File: config.mk
export PLATFORM = sky130hd
export DESIGN_NAME = divisor_seq
export DESIGN_NICKNAME = d
export VERILOG_FILES = /design/src/rtl/divisor_seq_pkg.sv /design/src/rtl/divisor_seq_subcmp.sv /design/src/rtl/divisor_seq.sv
export SDC_FILE = /design/constraint.sdc
export NUM_CORES = 1
export LEC_CHECK = 0
export BUFFER_PORTS_ARGS = -buffer_cell sky130_fd_sc_hd__buf_2
export CORE_MARGIN = 1.5
export CORE_UTILIZATION = 45
export CTS_BUF_LIST = sky130_fd_sc_hd__clkbuf_2 sky130_fd_sc_hd__clkbuf_4 sky130_fd_sc_hd__clkbuf_8
export DETAILED_ROUTE_END_ITERATION = 10
export PLACE_DENSITY_LB_ADDON = 0.15
export SYNTH_ARGS = -nofsm -noshare
export SYNTH_HDL_FRONTEND = slang
export SYNTH_SLANG_ARGS = --single-unit
File: constraint.sdc
create_clock -name Clk -period 2.4 [get_ports Clk]
set_input_delay 0.36 -clock Clk [delete_from_list [all_inputs] [get_ports Clk]]
set_output_delay 0.36 -clock Clk [all_outputs]
set_load 0.005 [all_outputs]
File: src/rtl/divisor_seq_pkg.sv
// Shared definitions for the sequential shift-subtract divider:
// controller state encoding and the default operand width.
package divisor_seq_pkg;

    // Default divisor/quotient/remainder width; the dividend is twice this.
    localparam int DEF_N = 4;

    typedef enum logic [1:0] {
        IDLE = 2'd0,
        CHK  = 2'd1,
        STEP = 2'd2,
        DONE = 2'd3
    } state_t;

endpackage

File: src/rtl/divisor_seq_subcmp.sv
// Combinational compare-and-subtract slice for one restoring division step.
// Works at N+1 bits so a partial remainder with its top bit set still
// compares correctly against the N-bit divisor.
module divisor_seq_subcmp #(
    parameter int N = 4
) (
    input  logic [N:0]   rem,
    input  logic [N-1:0] dr,
    output logic         ge,
    output logic [N:0]   diff
);

    assign ge   = (rem >= {1'b0, dr});
    assign diff = rem - {1'b0, dr};

endmodule

File: src/rtl/divisor_seq.sv
// Sequential unsigned divider: 2N-bit dividend / N-bit divisor, one
// shift-compare-subtract step per clock, St/Idle/Done handshake.
// Optional macro DIVISOR_SEQ_DIVZERO_EN adds a DivZero output that reports
// a zero divisor separately from Overflow.
module divisor_seq
    import divisor_seq_pkg::*;
#(
    parameter int N = DEF_N
) (
    input  logic           Clk,
    input  logic           Reset,
    input  logic           St,
    input  logic [2*N-1:0] Dividendo,
    input  logic [N-1:0]   Divisor,
    output logic [N-1:0]   Quociente,
    output logic [N-1:0]   Resto,
    output logic           Overflow,
`ifdef DIVISOR_SEQ_DIVZERO_EN
    output logic           DivZero,
`endif
    output logic           Idle,
    output logic           Done
);

    localparam int CW = (N > 1) ? $clog2(N) : 1;

    state_t         state, state_nxt;
    logic [2*N:0]   acc;        // {partial remainder, dividend/quotient bits}
    logic [2*N:0]   shifted;
    logic [2*N:0]   acc_step;
    logic [N-1:0]   dr;
    logic [CW-1:0]  cnt;
    logic           last;
    logic           ge;
    logic [N:0]     diff;
    logic           dr_zero;
    logic           chk_abort;  // CHK finds no valid N-bit quotient
    logic           ovf_set;    // value Overflow takes on an abort

    // Upper half >= divisor means the quotient needs more than N bits.
    assign dr_zero   = (dr == '0);
    assign chk_abort = dr_zero || (acc[2*N-1:N] >= dr);
`ifdef DIVISOR_SEQ_DIVZERO_EN
    assign ovf_set   = !dr_zero;
`else
    assign ovf_set   = 1'b1;
`endif

    // One restoring step: shift left, subtract when the window covers DR.
    assign shifted  = acc << 1;
    assign acc_step = ge ? {diff, shifted[N-1:1], 1'b1} : shifted;
    assign last     = (cnt == CW'(N - 1));

    divisor_seq_subcmp #(.N(N)) u_subcmp (
        .rem  (shifted[2*N:N]),
        .dr   (dr),
        .ge   (ge),
        .diff (diff)
    );

    // Moore status outputs.
    assign Idle = (state == IDLE);
    assign Done = (state == DONE);

    // Controller state register.
    always_ff @(posedge Clk or negedge Reset) begin
        if (!Reset) state <= IDLE;
        else        state <= state_nxt;
    end

    // Next-state logic; St only matters in IDLE.
    always_comb begin
        state_nxt = state;
        case (state)
            IDLE: if (St) state_nxt = CHK;
            CHK:  state_nxt = chk_abort ? DONE : STEP;
            STEP: if (last) state_nxt = DONE;
            DONE: state_nxt = IDLE;
        endcase
    end

    // Datapath: operand capture, stepping, and result registers.
    always_ff @(posedge Clk or negedge Reset) begin
        if (!Reset) begin
            acc       <= '0;
            dr        <= '0;
            cnt       <= '0;
            Quociente <= '0;
            Resto     <= '0;
            Overflow  <= 1'b0;
`ifdef DIVISOR_SEQ_DIVZERO_EN
            DivZero   <= 1'b0;
`endif
        end else begin
            case (state)
                IDLE: if (St) begin
                    acc      <= {1'b0, Dividendo};
                    dr       <= Divisor;
                    cnt      <= '0;
                    Overflow <= 1'b0;
`ifdef DIVISOR_SEQ_DIVZERO_EN
                    DivZero  <= (Divisor == '0);
`endif
                end
                CHK: if (chk_abort) begin
                    Overflow  <= ovf_set;
                    Quociente <= '0;
                    Resto     <= '0;
                end
                STEP: begin
                    acc <= acc_step;
                    cnt <= cnt + 1'b1;
                    if (last) begin
                        Quociente <= acc_step[N-1:0];
                        Resto     <= acc_step[2*N-1:N];
                    end
                end
                default: ;
            endcase
        end
    end

endmodule

# Word-level counts from Yosys, hierarchy flattened
# Index checks and enable logic that the tools add are counted.
[totals]
reg_bits = 25
out_inout_bits = 11
[classes]
n_addsub = 2
magnitude_cmp = 2
eq_ne = 7
n_mux = 17
n_reduce_logical = 11
[op_table]
columns = ["operator", "count"]
rows = [
  ["$mux W8", 2],
  ["$pmux W4 S2", 2],
  ["$pmux W8 S2", 1],
  ["$mux W4", 3],
  ["$pmux W2 S4", 1],
  ["$eq A2 B2 Y1 const B", 3],
  ["$mux W2", 3],
  ["$ne A2 B2 Y1 const B", 3],
  ["$reduce_and A2 Y1", 3],
  ["$reduce_and A3 Y1", 2],
  ["$reduce_bool A2 Y1", 3],
  ["$ge A5 B4 Y1", 1],
  ["$ge A4 B4 Y1", 1],
  ["$logic_not A4 Y1", 1],
  ["$pmux W2 S2", 1],
  ["$sub A4 B4 Y4", 1],
  ["$mux W1", 3],
  ["$add A2 B1 Y2 const B", 1],
  ["$eq A2 B1 Y1 const B", 1],
  ["$logic_not A2 Y1", 1],
  ["$pmux W1 S2", 1],
  ["$logic_or A1 B1 Y1", 1],
]

# Depth between registers and ports, before layout
[logic_depth]
ltp_word = 4
depth_mapped = 8
mapped_depth_nobuf = 8

# Modules after synthesis
# From an unflattened synthesis, not the netlist that was laid out.
[hier_totals]
cells_unflattened = 152
area_unflattened_um2 = 1537.7
[modules_own_cells]
columns = ["mod", "n_inst", "cells_each", "area_each_um2", "seq_area_each_um2"]
rows = [
  ["divisor_seq", 1, 128, 1358.8, 625.6],
  ["divisor_seq_subcmp", 1, 24, 178.9, 0.0],
]

# Worst setup path after synthesis
# Ideal clock, no wire load.
[synth_path]
kind = "reg2reg"
startpoint = "register acc[4]"
endpoint = "register Quociente[0]"
arrival_ns = 1.855
required_time_ns = 2.275
path_slack_ns = 0.420
stages_incl_launch_ff = 8
path_buffers = 0
cell_sequence = "dfrtp_1 inv_1 ha_1 nand2b_1 a211oi_1 o21ai_1 o21ai_4 mux2_2"
[synth_between]
elab_chain_cells = 4
elab_cells_between_ends = 8
cone_classes = "order compare (2); eq/ne (1); mux (3); reduce/logical (2)"
[synth_lines]
columns = ["element", "line_no", "rtl"]
rows = [
  ["start: declaration", "divisor_seq.sv:28", "logic [2*N:0] acc;"],
  ["start signal: assignment", "divisor_seq.sv:97", "acc <= {1'b0, Dividendo};"],
  ["start signal: assignment", "divisor_seq.sv:111", "acc <= acc_step;"],
  ["$ge A5 B4 Y1 / $ge A4 B4 Y1 (equally long branches)", "divisor_seq_subcmp.sv:13, divisor_seq.sv:42", ""],
  ["$mux W8 / $logic_or A1 B1 Y1 (equally long branches)", "divisor_seq.sv:51, divisor_seq.sv:42", ""],
  ["$mux W4 / $ne A2 B2 Y1 (equally long branches)", "-", ""],
  ["$pmux W4 S2 / $reduce_and A3 Y1 (equally long branches)", "-", ""],
  ["end signal: assignment", "divisor_seq.sv:114", "Quociente <= acc_step[N-1:0];"],
  ["end: declaration", "divisor_seq.sv:15", "output logic [N-1:0] Quociente,"],
]
# Several ways; a longest one is shown, not always the timed one. The select of a mux whose other input is x is not followed.
# A chain may end at the register's enable or synchronous reset.

# Worst setup path in the final report
[layout_path]
startpoint = "register dr[1]"
endpoint = "register acc[6]"
[layout_between]
elab_chain_cells = 3
elab_cells_between_ends = 4
cone_classes = "add/sub (1); order compare (1); mux (2)"
[layout_lines]
columns = ["element", "line_no", "rtl"]
rows = [
  ["start: declaration", "divisor_seq.sv:31", "logic [N-1:0] dr;"],
  ["start signal: assignment", "divisor_seq.sv:98", "dr <= Divisor;"],
  ["$sub A4 B4 Y4 / $ge A5 B4 Y1 (equally long branches)", "divisor_seq_subcmp.sv:14, divisor_seq_subcmp.sv:13", ""],
  ["$mux W8 *", "divisor_seq.sv:51", "assign acc_step = ge ? {diff, shifted[N-1:1], 1'b1} : shifted;"],
  ["$pmux W8 S2 *", "divisor_seq.sv:95", "case (state)"],
]
# Every way passes the cells marked *; elsewhere a longest branch is shown, timed or not.

==> results.txt <==
The number of buffers on the longest clock path is 2. The global router's overall resource usage came out at 0.184. At the worst endpoint, the arrival time is 2.42 ns. The mean routed wirelength per cell came out at 13.3 um. The number of nets in the synthesized netlist is 170.

The mux cell area share after synthesis came out at 0.127. The number of enable flip-flop cells after synthesis came out at 0. The leakage dissipation is between 0.8 and 0.9 nW.

Of the available clock period, the critical path in the final layout requires 0.897. The number of buffers inserted for hold repair after clock tree synthesis came out at 0. CTS built an H-tree with a depth of 1. The synthesized area per cell came out at 10.3 um^2. The final instance count without filler cells is between 200 and 250. The number of nets with antenna violations after detailed routing is 0. The area share of xor/xnor cells in the synthesized design came out at 0.00602. At the end of routability-driven placement, the weighted congestion stood at around 0.91.

The post-detailed-routing wire length is 2850 um. The wire length of the first global-routing pass is 5020 um. The headroom to the max-slew limit came out at 0.606. The number of failing hold endpoints at the final stage came out at 0. The layout has 303 filler cells. The unique cell type count in the Yosys netlist is 32. The biggest area contributor in the post-synthesis netlist is dfrtp_1. Setup violations remaining at the end of the flow were counted as 0.

The HPWL after detailed placement is roughly 2200 um. The clock drives 25 sinks. Of the post-synthesis cell area, the dominant cell type holds 0.430.

The area of the die is around 0.0036 mm^2. The sequential element share of the synthesized area came out at 0.430. The share of cells above drive strength 1 came out at 0.269. The share of synthesized registers carrying an async set or reset came out at 1.00. The dominant synthesized flop cell is dfrtp_1. The pin count of the biggest net entering global routing is 26. The number of global-route vias before repair is ~1100. The required time reported for the critical path endpoint is 2.66 ns. Of the total synthesized cell area, the portion taken by full adders, half adders and majority gates is 0.126. IR analysis of the VDD net gives a maximum drop of 0.616 mV.

Yosys printed 0 warnings. The placed cell count came out at 211. The quantity of I/O buffers inserted on ports is 25. The number of violations of the max-capacitance limit came out at 0. The transition time of the tightest slew-check pin came out at 0.592 ns.

The post-cts resize count came out at 0. The first routing iteration left 60 violations. The total I/O pin count is 26.

Ranked by total cell area, the synthesized netlist is headed by dfrtp_1 (43%), ha_1 (11%), mux2_2 (8.5%). Summing every instance area after synthesis gives 0.00145 mm^2. The initial antenna violation count is 0.

The initial standard-cell utilization of the core is 0.476. The clock period minus worst slack came out at 2.15 ns. The total via count in the routed design is ~1100. The synthesized-area fraction occupied by and/or/nand/nor cells is 0.102. The cell area after placement is 0.00165 mm^2. The register bit total from synthesis came out at 25. From left edge to right edge, the die measures 59.8 um. STA classifies the critical path startpoint as a flip-flop. The post-route DRC violation count came out at 0. The core box area is 0.00305 mm^2.

The antenna diode count came out at 0. The layout-stage area growth over the synthesis result is 15.7%. The clock latency on the worst-skew pair is about 0.33 ns. The sort of element at the end of the critical path is a flip-flop.

The pre-antenna-repair detailed-routing pass consisted of 4 iterations. The final setup skew is 0.0177 ns. In the routed layout, each cell is associated on average with a via count of 5.15.

The summed negative setup slack over all endpoints is 0 ns. The total CTS buffers is 3. Clock tree synthesis selected as its root buffer the cell clkbuf_4. By count the netlist is led by dfrtp_1 (25), inv_1 (15), nand2_1 (15). The path class of the tightest hold or removal check is in2async. The highest net fanout along the worst path is 5. The site row count is 20. The category of the most critical setup path is reg2reg. The final global-route overflow total came out at 0. The net count reported at finish is around 200. TritonCTS built the clock tree. The combinational family with the most area after synthesis is compound AO/OA/AOI/OAI gates. Setup repair after global routing left no endpoint under its margin. Synthesis produced 141 cells. The total setup buffers inserted after CTS came out at 0. Dividing total power by cell area gives a power density of roughly 1400 mW/mm^2. The most numerous cell in the Yosys netlist is dfrtp_1. The number of max-slew violations in the final report was 0. The clock slew seen by the registers of the worst setup and hold paths came out at 0.15 ns. The floorplan step set the die height to between 50 and 60 um.

The maximum clock rate is 465 MHz. The fraction of the mapped netlist area in compound gates is 0.160. The run finished with clean final reports. The final non-filler cell area is 0.00168 mm^2.
-- kinds of logic (layout without fill, tap and decap cells) --
| group | after synthesis | in the layout |
|---|---|---|
| AOI/OAI and AO/OA | 35 | 35 |
| and+or+nand+nor | 30 | 30 |
| DFF | 25 | 25 |
| buffers and inverters | 19 | 49 |
| muxes | 17 | 17 |
| adders and majority gates | 14 | 14 |
| xor gates and xnor gates | 1 | 1 |
-- cells in the final DEF (no fill, tap or decap), drive strengths merged, types with 3 or more instances in the layout --
master / count
mux2i: 6
o21ai: 12
dfrtp: 25
clkbuf: 3
a21boi: 3
buf: 29
nand2b: 3
mux2: 11
nor2: 8
ha: 13
inv: 15
a21oi: 8
nand2: 15
-- area by class of cell --
class	count	area, um^2	area share
Multi-Input combinational cell	97	756	0.449
Clock buffer	3	22.5	0.0134
Timing Repair Buffer	29	155	0.0923
Clock inverter	1	7.51	0.00446
Sequential cell	25	626	0.372
Tap cell	44	55.1	0.0327
Inverter	16	60.1	0.0357
-- routing by layer --
metal | wire length (um) | part of all wire | up-vias | GRT usage
met5 | 0 | 0 | - | 0
met3 | 99 | 0.035 | 2 | 0.0281
met2 | 1390 | 0.49 | 15 | 0.309
li1 | - | - | 547 | -
met1 | 1340 | 0.47 | 543 | 0.243
met4 | 18 | 0.0063 | 0 | 0.0571
-- state kept, by name, indices dropped and copies added, names as in the netlist --
signal,flops
Overflow,1
Quociente,4
Resto,4
acc,8
cnt,2
dr,4
state,2
-- final timing paths --
| kind | from | to | slack [ns] | cells past startpoint |
|---|---|---|---|---|
| worst max-delay path | dr[1] | acc[6] | 0.25 | 7 |
| worst min-delay path | Reset | acc[7] | 0.01 | 1 |
| worst max register to register | dr[1] | acc[6] | 0.25 | 7 |
| worst min register to register | acc[0] | acc[0] | 0.50 | 1 |
| max in group asynchronous | Reset | state[0] | 1.98 | 1 |
| min in group Clk | Divisor[0] | dr[0] | 0.27 | 2 |
-- through the flow --
| stage | setup WS, ns | total power [mW] | hold slack, ns | utilization |
|---|---|---|---|---|
| 4_1_cts | 0.255 | 2.41 | 0.0121 | 0.551 |
| 2_1_floorplan | 0.420 | 1.81 | 0.0644 | - |
| 6_report | 0.247 | 2.40 | 0.0122 | 0.551 |
| 3_5_place_dp | 0.267 | 2.21 | 0.388 | 0.541 |
| 3_3_place_gp | 0.286 | 2.16 | 0.389 | 0.541 |
| 5_1_grt | 0.0790 | 2.65 | 0.0361 | 0.551 |
-- power breakdown --
| part | switching, mW | leakage, nW | internal (mW) |
|---|---|---|---|
| clock | 0.132 | 0.0139 | 0.0636 |
| sequential | 0.144 | 0.313 | 0.603 |
| combinational | 0.781 | 0.509 | 0.674 |
| total | 1.06 | 0.836 | 1.34 |
-- critical path, stage by stage (launching register included) --
cell	delay (ns)
dfrtp_1	0.42
inv_1	0.12
ha_1	0.26
nor2b_1	0.15
o31a_1	0.29
nor4_4	0.33
mux2_2	0.40
a21oi_1	0.14
Note: power is estimated with default switching activity, not from simulation.
